### src/rtl/axi_crossbar_rr_arbiter.sv
// Lock-holding requester arbiter for the AXI crossbar address channels.
// Round-robin or fixed-priority selection; grant held until done_i or hold timeout.
module axi_crossbar_rr_arbiter #(
  parameter int unsigned AXI_REQUEST_NUM = 4,
  parameter int unsigned ARB_MODE        = 0,
  parameter int unsigned MAX_HOLD        = 0,
  localparam int unsigned IDX_W          = (AXI_REQUEST_NUM > 1) ? $clog2(AXI_REQUEST_NUM) : 1
) (
  input  logic                       ACLK,
  input  logic                       ARESETN,
  input  logic [AXI_REQUEST_NUM-1:0] requests_i,
  input  logic                       done_i,
  output logic [AXI_REQUEST_NUM-1:0] grant_o,
  output logic                       grant_valid_o,
  output logic [IDX_W-1:0]           grant_idx_o,
  output logic                       timeout_o
);

  localparam int unsigned N     = AXI_REQUEST_NUM;
  localparam int unsigned CNT_W = (MAX_HOLD > 2) ? $clog2(MAX_HOLD) : 1;

  typedef enum logic {ST_IDLE, ST_GRANT} state_e;

  state_e           state_q, state_d;
  logic [N-1:0]     grant_q, grant_d;
  logic [N-1:0]     ptr_q, ptr_d;
  logic [N-1:0]     ptr_rot;
  logic [N-1:0]     winner;
  logic [2*N-1:0]   dbl;
  logic [2*N-1:0]   dbl_pick;
  logic [IDX_W-1:0] idx_q, idx_d;
  logic             valid_q, valid_d;
  logic             timeout_q, timeout_d;
  logic [CNT_W-1:0] cnt_q, cnt_d;
  logic             hold_hit;
  logic             rel;

  // Pointer moves one past the current grantee, MSB wrapping to bit 0.
  for (genvar g = 0; g < N; g++) begin : g_rot
    assign ptr_rot[(g + 1) % N] = grant_q[g];
  end

  assign hold_hit = (MAX_HOLD != 0) && (state_q == ST_GRANT) && !done_i &&
                    (cnt_q == CNT_W'(MAX_HOLD - 1));
  assign rel      = (state_q == ST_GRANT) && (done_i || hold_hit);

  always_comb begin
    ptr_d = ptr_q;
    if (rel) begin
      ptr_d = (ARB_MODE == 0) ? ptr_rot : N'(1);
    end
  end

  // Lowest request at or above the (updated) pointer, wrapping around.
  always_comb begin
    dbl      = {requests_i, requests_i};
    dbl_pick = dbl & ~(dbl - {{N{1'b0}}, ptr_d});
    winner   = dbl_pick[N-1:0] | dbl_pick[2*N-1:N];
  end

  always_comb begin
    state_d   = state_q;
    grant_d   = grant_q;
    cnt_d     = cnt_q;
    timeout_d = 1'b0;
    case (state_q)
      ST_IDLE: begin
        if (|requests_i) begin
          state_d = ST_GRANT;
          grant_d = winner;
          cnt_d   = '0;
        end
      end
      ST_GRANT: begin
        if (rel) begin
          timeout_d = hold_hit;
          cnt_d     = '0;
          if (|requests_i) begin
            grant_d = winner;
          end else begin
            grant_d = '0;
            state_d = ST_IDLE;
          end
        end else if (MAX_HOLD != 0) begin
          cnt_d = cnt_q + CNT_W'(1);
        end
      end
      default: state_d = ST_IDLE;
    endcase
  end

  // Index and valid derived from the next grant so all three stay in lockstep.
  always_comb begin
    idx_d = '0;
    for (int unsigned i = 0; i < N; i++) begin
      if (grant_d[i]) begin
        idx_d = idx_d | IDX_W'(i);
      end
    end
    valid_d = |grant_d;
  end

  always_ff @(posedge ACLK or negedge ARESETN) begin
    if (!ARESETN) begin
      state_q   <= ST_IDLE;
      grant_q   <= '0;
      ptr_q     <= N'(1);
      idx_q     <= '0;
      valid_q   <= 1'b0;
      timeout_q <= 1'b0;
      cnt_q     <= '0;
    end else begin
      state_q   <= state_d;
      grant_q   <= grant_d;
      ptr_q     <= ptr_d;
      idx_q     <= idx_d;
      valid_q   <= valid_d;
      timeout_q <= timeout_d;
      cnt_q     <= cnt_d;
    end
  end

  assign grant_o       = grant_q;
  assign grant_valid_o = valid_q;
  assign grant_idx_o   = idx_q;
  assign timeout_o     = timeout_q;

endmodule

### config.mk
export PLATFORM = sky130hd
export DESIGN_NAME = axi_crossbar_rr_arbiter
export DESIGN_NICKNAME = d
export VERILOG_FILES = /design/src/rtl/axi_crossbar_rr_arbiter.sv
export SDC_FILE = /design/constraint.sdc
export NUM_CORES = 1
export LEC_CHECK = 0
export CORE_MARGIN = 2
export CORE_UTILIZATION = 43
export DETAILED_ROUTE_END_ITERATION = 7
export PLACE_DENSITY = 0.72
export SYNTH_ARGS = -nofsm -noshare
export SYNTH_HDL_FRONTEND = slang
export SYNTH_SLANG_ARGS = --single-unit
### constraint.sdc
create_clock -name ACLK -period 2.3 [get_ports ACLK]
set_input_delay 0.575 -clock ACLK [delete_from_list [all_inputs] [get_ports ACLK]]
set_output_delay 0.575 -clock ACLK [all_outputs]
set_load 0.1 [all_outputs]
==> key figures <==
Outcome
  • Result of the run: complete, no violations

Logic synthesis
  • Number of enable flip-flop cells after synthesis: 0
  • Number of synthesized register bits: 12
  • Number of nets produced by synthesis: a little over 80
  • Syn Std Cell Area: 695.7 sq um
  • Main flop type after synthesis: dfrtp_1
  • Number of instances in the synthesized netlist: 71
  • Part of the Yosys area used for sequential elements: a little over two fifths
  • Yosys cell types: 35
  • Number of warning messages in the yosys log: 0
  • Synth Area per Inst: approximately 9.8 sq um
  • Async set-reset flop share out of synthesis: between 90% and 100%

Critical path
  • Kind of capture point of the worst setup path: flip-flop
  • CP bufs+invs: 2
  • Critical path startpoint category: input pin
  • Maximum fanout along the worst path: 4
  • Slowest cell on the critical path: clkdlybuf4s50_1
  • Slowest Stage Delay on Critical Path: between 0.4 and 0.5 ns
  • Cell-by-cell listing of the critical path: clkdlybuf4s50_1 > buf_4 > and4b_1 > a311o_1 > a21oi_2 > xnor2_2 > o21ai_2 > nand3_1
  • R2r setup slk: approximately 0.15 ns
  • Delay-heaviest family, CP: compound AO/OA/AOI/OAI gates
  • Required @ worst endpoint: roughly 2.5 ns
  • WS Path Type: input pin to flip-flop
  • Worst Path Arrival: 2.34 ns
  • Critical register-to-register path endpoint: grant_valid_o
  • Count of cells along the worst register-to-register path: 10
  • Startpoint of the worst setup timing path: requests_i[0]
  • Source of the worst register-to-register timing path: state_q

Clock tree
  • CTS buffer count: 3
  • Max H-tree Level: 1
  • Clock transition at path regs: 0.08 ns
  • Maximum root-to-sink buffer count: 2
  • TritonCTS clock tree: yes
  • Insertion delay of the later-clocked pin in the worst-skew pair: 0.28 ns
  • Clock sink count: 12
  • Root buffer cell: clkbuf_4

Routing
  • Count of nets left with antenna violations after detail routing: 0
  • Drt total wl: 1.848 mm
  • First-pass iteration count of the detailed router: 4
  • DRC errors left: 0
  • Via density: around 5.6
  • Average wire length per cell after detail routing: 15.02 um
  • DRC violation total after the first TritonRoute iteration: 14
  • Via count: 686

Finish
  • Final core utilization: a little over 70%
  • Number of nets in the finished design: 118
  • Number of standard cells in the final layout excluding fillers: 123
  • Filler cells: 115
  • Fraction of layout instances using a drive strength above 1: between 40% and 50%
  • Diodes inserted: 0
  • Most frequent cells in the layout: buf_4 (28), dfrtp_1 (9), inv_1 (7), nand2_1 (7), clkdlybuf4s50_1 (5)
  • Most common library cell in the layout ignoring fill and taps: buf_4
  • Syn-to-layout area delta: 53.06%

Timing
  • Post-route clock period utilization: a little over nine tenths
  • Max Slew Vio Count: 0
  • Tightest Pin Transition: 0.5552 ns
  • Final hold slack: about 0.64 ns
  • Fin Clk Skew: 0.0005346 ns
  • Number of hold-slack violations in the final timing report: 0
  • Minimum clock period after layout: between 2 and 2.5 ns
  • Slew HR: 62.87%
  • Final setup violation count: 0
  • Maximum operating frequency: 459.2 MHz
  • PnR worst setup slack: roughly 0.12 ns
  • Final TNS setup: 0 ns

Floorplan
  • Initial Utilization: 46.18%
  • Number of standard-cell rows in the floorplan: 14
  • Die boundary height: 44.22 um
  • Die outline width: ~44 um
  • Floorplan die area: a little under 2000 sq um
  • I/O pins: 15
  • Core area: 1506 sq um

Pwr
  • Power Dens Cells: 1306 nW/um^2
  • Maximum vdd drop: about 0.90 mV
  • Leak: 0.5383 nW

Placement
  • Setup slack at placement: -0.5546 ns
  • Detailed placer's ending HPWL: 1.341 mm
  • # placed instances: 115
  • Weighted congestion at the end of routability-driven global placement: 0.9204
  • Number of port buffers: 13

Global route
  • Number of global-route vias before repair: between 700 and 800
  • Wire length of the first global-routing pass: 3.063 mm
  • Global router's overall resource usage: 21.94%
  • Initial antenna violation count: 0
  • Residual overflow from global routing: 0
  • Largest net degree at the start of global routing: 13

Worst hold path
  • Type of the most critical hold path: input pin to async pin

Flow run
  • Number of max-cap violations: 0
==> per-stage QoR <==
step | power (mW) | instance area (sq um)
after floorplan | 0.9078 | 703.2
final | 1.391 | 1065
after global routing | 1.457 | 1065
after detailed placement | 1.127 | 952.2
after CTS | 1.335 | 1021
after global placement | 1.116 | 952.2
==> registers in the layout, summed over array words and instances (netlist names) <==
name / count
grant_o: 4
ptr_q: 4
grant_idx_o: 2
grant_valid_o: 1
state_q: 1
==> where the power goes <==
part           switching [mW]  internal [mW]
Sequential             0.0474          0.291
Clock                  0.0778         0.0965
Combinational           0.598          0.280
==> cell type report <==
type | count | area [sq um] | area share, %
Sequential cell | 12 | 304.0 | 28.55
Tap cell | 16 | 20.02 | 1.880
Inverter | 8 | 30.03 | 2.820
Clock buffer | 4 | 36.28 | 3.408
Multi-Input combinational cell | 49 | 409.1 | 38.43
Timing Repair Buffer | 34 | 265.3 | 24.91
==> what timing repair did <==
action / in CTS / in global routing
buffers inserted: 2 / 2
endpoints found under the setup margin: 7 / 4
hold buffers: 0 / 0
pin swaps: 4 / 8
gates resized for setup: 6 / 8
==> cells in the mapped netlist (2+ instances only) <==
cell / number / area share, %
o31ai_1: 2 / 2.2
dfrtp_1: 11 / 40
ha_1: 2 / 3.6
inv_1: 8 / 4.3
nor2_1: 3 / 1.6
a21oi_1: 2 / 1.4
mux2i_1: 2 / 2.9
a21bo_2: 2 / 2.9
nand2b_1: 2 / 1.8
nand3_1: 3 / 2.2
nor3_1: 2 / 1.4
nand2_1: 8 / 4.3
o21ai_0: 2 / 1.4
==> routing by layer <==
metal	wire length (um)	track usage (%)	up-vias	part of all wire (%)
li1	-	-	322	-
met1	775	26.70	330	42
met2	913	34.12	24	49
met3	100	5.306	10	5.4
met4	59	15.15	0	3.2
met5	0	0	-	0
==> cell families (layout without fill, tap and decap cells) <==
family | count (synthesis) | count (layout) | share of synthesized area, %
mux | 3 | 3 | 4.496
simple gates | 24 | 24 | 17.81
fa+ha+maj | 3 | 3 | 6.474
compound gates | 17 | 17 | 20.15
other cells | 1 | 1 | 0.5391
buf+inv | 10 | 46 | 5.935
flops | 12 | 12 | 43.35
xor+xnor | 1 | 1 | 1.259
==> worst max-delay path by stage <==
stage               slack [ns]  cells past startpoint       endpoint
floorplan                 0.02                      9  grant_valid_o
global placement         -0.48                     11  grant_valid_o
detailed placement       -0.55                     11  grant_valid_o
CTS                       0.04                     11  grant_valid_o
global route            -0.008                     10  grant_valid_o
finish                    0.12                      8  grant_valid_o
(Power assumes the default switching activity.)
==> edit 1 (same settings) <==
Change the parameter `AXI_REQUEST_NUM` from 4 to 16.
--- a/src/rtl/axi_crossbar_rr_arbiter.sv
+++ b/src/rtl/axi_crossbar_rr_arbiter.sv
@@ -1,7 +1,7 @@
 // Lock-holding requester arbiter for the AXI crossbar address channels.
 // Round-robin or fixed-priority selection; grant held until done_i or hold timeout.
 module axi_crossbar_rr_arbiter #(
-  parameter int unsigned AXI_REQUEST_NUM = 4,
+  parameter int unsigned AXI_REQUEST_NUM = 16,
   parameter int unsigned ARB_MODE        = 0,
   parameter int unsigned MAX_HOLD        = 0,
   localparam int unsigned IDX_W          = (AXI_REQUEST_NUM > 1) ? $clog2(AXI_REQUEST_NUM) : 1
Ports: changed (resized grant_idx_o, grant_o and requests_i); port bits go from 15 to 41. The function was not compared with the original's and may differ.
==> edit 1 against the unedited design <==
  * The flow now finishes with violations (negative setup slack)
  * Routed wire length rose to 6.9 times the old value
  * Sequential cell count rose by 26
  * Sequential share of layout area fell by 10 points
  * Maximum frequency fell by 40%
  * Critical endpoint is now grant_idx_o[1]$_DFF_PN0_
  * Sequential power rose to 3.3 times the old value
  * Total power rose to 5.0 times the old value
  * Largest power group unchanged
  * Critical path depth rose by 6
  * Setup slack got worse by 1.5 ns
  * Non-clock buffer count rose by 170
  * Area after synthesis rose to 4.2 times the old value
  * Cell area rose to 4.9 times the old value
==> edit 1: results <==
export IMPL_status="complete, but fails checks"
export IMPL_violations="negative setup slack"
export IMPL_root_buffer="clkbuf_8"
export IMPL_grt_pass1_vias=3523
export IMPL_fin_skew_ns=0.00615
export IMPL_wl_met3_um=1000
export IMPL_use_met3=0.0581
export IMPL_wl_met2_um=5940
export IMPL_synthTopCellsByArea="dfrtp_1, nand2_1, ha_1"
export IMPL_arrival_ns=3.83
export IMPL_crit_fanout=5
export IMPL_cp_startpoint="state_q$_DFF_PN0_"
export IMPL_fin_hold_ws_ns=0.190
export IMPL_tightest_slew_ns=0.550
export IMPL_max_stage_delay_ns=0.47
export IMPL_grtUsageMet2=0.498
export IMPL_via_per_inst=6.16
export IMPL_drt_iter0_markers=382
export IMPL_crit_path_end="grant_idx_o[1]$_DFF_PN0_"
export IMPL_fin_nets=563
export IMPL_fill_cells=414
export IMPL_dr_pass1_iters=6
export IMPL_cp_slowest_cell="dfrtp_2"
export IMPL_use_met1=0.406
export IMPL_gr_usage_all_layers=0.306
export IMPL_p_leak_nw=2.41
export IMPL_synth_cell_types=73
export IMPL_insertion_delay_ns=0.30
export IMPL_wirelength_um=12800
export IMPL_setup_slack_ns=-1.35
export IMPL_met1Wirelength_um=5130
export IMPL_synth_common_cells="dfrtp_1, nand2_1, inv_1, a21oi_1, nor2_1"
export IMPL_peakVddDrop_mv=1.25
export IMPL_ff2ff_path_depth=14
export IMPL_gp_congestion=1.04
export IMPL_ys_seq_area_frac=0.323
export IMPL_synth_fp_nets=366
export IMPL_cts_buffers=5
export IMPL_setup_viol=21
export IMPL_port_buffers=39
export IMPL_grt_max_degree=19
[edit 1: cell type report]
cell class | count | area [sq um] | area share
multi-input cells | 258 | 2380 | 0.452
repair buffers | 204 | 1640 | 0.311
flip-flops and latches | 38 | 962 | 0.183
inverters | 27 | 101 | 0.0193
well taps | 80 | 100 | 0.0190
clock buffers | 6 | 72.6 | 0.0138
clock inverters | 2 | 10.0 | 0.00190
[edit 1: timing repair]
| action | 4_1_cts | 5_1_grt |
|---|---|---|
| buffers inserted | 5 | 16 |
| gates resized for setup | 38 | 64 |
| cloned | 0 | 0 |
| setup endpoints to repair | 21 | 21 |
| pin swaps | 11 | 46 |
[edit 1: kinds of logic (layout without fill, tap and decap cells)]
kind of cell	Yosys count	after routing	synth area share
simple gates	122	122	0.222
mux	10	10	0.0339
fa+ha+maj	14	14	0.0585
flops	38	38	0.323
buf+inv	41	239	0.0602
xor+xnor	13	13	0.0386
compound gates	98	98	0.263
other cells	1	1	0.00127
[edit 1: where the power goes]
part	internal, mW	switching, mW	total [mW]
registers	0.935	0.184	1.12
logic	2.28	3.07	5.35
clock network	0.211	0.262	0.472
[edit 1: per-stage QoR]
| step | area, sq um | utilization | setup TNS, ns | worst slack, ns | instances |
|---|---|---|---|---|---|
| floorplan | 3030 | - | -14.41 | -1.24 | 337 |
| global placement | 4520 | 0.673 | -31.05 | -1.92 | 591 |
| detailed placement | 4520 | 0.673 | -32.96 | -2.04 | 591 |
| CTS | 4800 | 0.715 | -15.83 | -1.16 | 604 |
| global route | 5260 | 0.783 | -19.56 | -1.42 | 615 |
| finish | 5260 | 0.783 | -18.05 | -1.35 | 615 |
==> edit 2 (config.mk and constraints unchanged) <==
Without the edit above. Make the reset (`ARESETN`) synchronous in one clocked block.
--- a/src/rtl/axi_crossbar_rr_arbiter.sv
+++ b/src/rtl/axi_crossbar_rr_arbiter.sv
@@ -100,7 +100,7 @@
     valid_d = |grant_d;
   end
 
-  always_ff @(posedge ACLK or negedge ARESETN) begin
+  always_ff @(posedge ACLK) begin
     if (!ARESETN) begin
       state_q   <= ST_IDLE;
       grant_q   <= '0;
Formal check against the unedited RTL: differs if ARESETN is asserted again (counterexample within 4 cycles, from zero or initial values and one cycle with ARESETN low); with ARESETN held inactive, the same outputs for 10 cycles.
==> edit 2 against the unedited design <==
  * Synthesized cell count up 4.2%
  * Final cell count down 3.3%
  * Count of clock-buffer cells in the layout unchanged
  * Setup slack worse by 0.0030 ns
  * Routed wire length down 14%
  * Area after synthesis down 5.2%
  * Maximum frequency down 0.14%
  * Global-route usage down 2.5 points
  * Sequential cell count unchanged
  * First-iteration DRC count down 64%
  * Cell area down 11%
  * Critical path type unchanged
Power is not compared: it rests on default switching activity, and its combinational part moved more than twofold at a synthesized area within 25%.
==> edit 2: results <==
export IMPL_crit_path_end="grant_valid_o$_SDFF_PN0_"
export IMPL_synth_compound_area_frac=0.211
export IMPL_r2r_start="state_q$_SDFF_PN0_"
export IMPL_synth_adder_area_share=0.0854
export IMPL_detailed_place_hpwl_um=1260
export IMPL_dpl_instance_area_sq_um=872
export IMPL_synthTopCellsByArea="dfxtp_1, inv_1, nand2_1"
export IMPL_grt_max_degree=8
export IMPL_wirelength_um=1600
export IMPL_via_per_inst=5.50
export IMPL_synth_fp_nets=84
export IMPL_holdCritPathClass="reg2reg"
export IMPL_ys_seq_area_frac=0.364
export IMPL_synth_mux_area_frac=0.0512
export IMPL_crit_fanout=5
export IMPL_status="finished, final reports clean"
export IMPL_drt_iter0_markers=5
export IMPL_synth_cell_types=36
export IMPL_synth_async_reset_ratio=0
export IMPL_fin_hold_ws_ns=0.519
export IMPL_drive_above_1_share=0.388
export IMPL_gp_congestion=0.874
export IMPL_grt_pass1_vias=640
export IMPL_gr_usage_all_layers=0.194
export IMPL_synth_xor_area_frac=0.0266
export IMPL_vias=654
export IMPL_arrival_ns=2.40
export IMPL_setup_slack_ns=0.119
export IMPL_cp_startpoint="requests_i[1]"
export IMPL_grt_pass1_wl_um=2660
==> edit 2: cell count changes in the layout (fill, tap and decap cells not counted), sizes merged, moves of 5 or more <==
cell | before | now
dfxtp | 0 | 12
nor2 | 3 | 8
buf | 28 | 21
dfrtp | 11 | 0
==> edit 2: critical path: stages <==
cell             delay, ns
clkdlybuf4s50_1       0.49
or4_1                 0.61
o21ai_4               0.19
nand2_1               0.09
o41ai_1               0.06
o211ai_1              0.14
buf_4                 0.16
nand4b_1              0.08
==> edit 2: power breakdown <==
group	total (mW)	internal, mW	switching [mW]	leakage, nW
combinational	0.244	0.0771	0.167	0.349
clock	0.173	0.0965	0.0765	0.0210
sequential	0.237	0.225	0.0116	0.0995
total	0.654	0.399	0.255	0.469
==> edit 2: logic make-up (layout without fill, tap and decap cells) <==
| family | after synthesis | count (layout) |
|---|---|---|
| AO/OA/AOI/OAI | 17 | 17 |
| adder cells (fa/ha/maj) | 4 | 4 |
| buffers and inverters | 11 | 40 |
| flip-flops | 12 | 12 |
| XOR/XNOR | 2 | 2 |
| multiplexers | 3 | 3 |
| AND/OR/NAND/NOR | 24 | 24 |
| other | 1 | 1 |
==> edit 2: timing repair <==
item,in CTS,in global routing
gates resized for setup,3,8
setup buffers,1,1
pin swaps,2,2
endpoints found under the setup margin,7,5
hold buffers,0,0
==> edit 2: metal layers <==
metal,track usage,vias up,share of wire
li1,-,323,-
met1,0.227,312,0.46
met2,0.331,14,0.48
met3,0.0426,5,0.046
met4,0.0909,0,0.019
met5,0,-,0
==> edit 2: layout make-up <==
cell class,count,area (sq um),area share
clock buffer,4,36.3,0.0381
timing repair buffer,27,213,0.223
sequential,12,243,0.255
tap,16,20.0,0.0210
inverter,9,33.8,0.0355
multi-input combinational,51,407,0.427
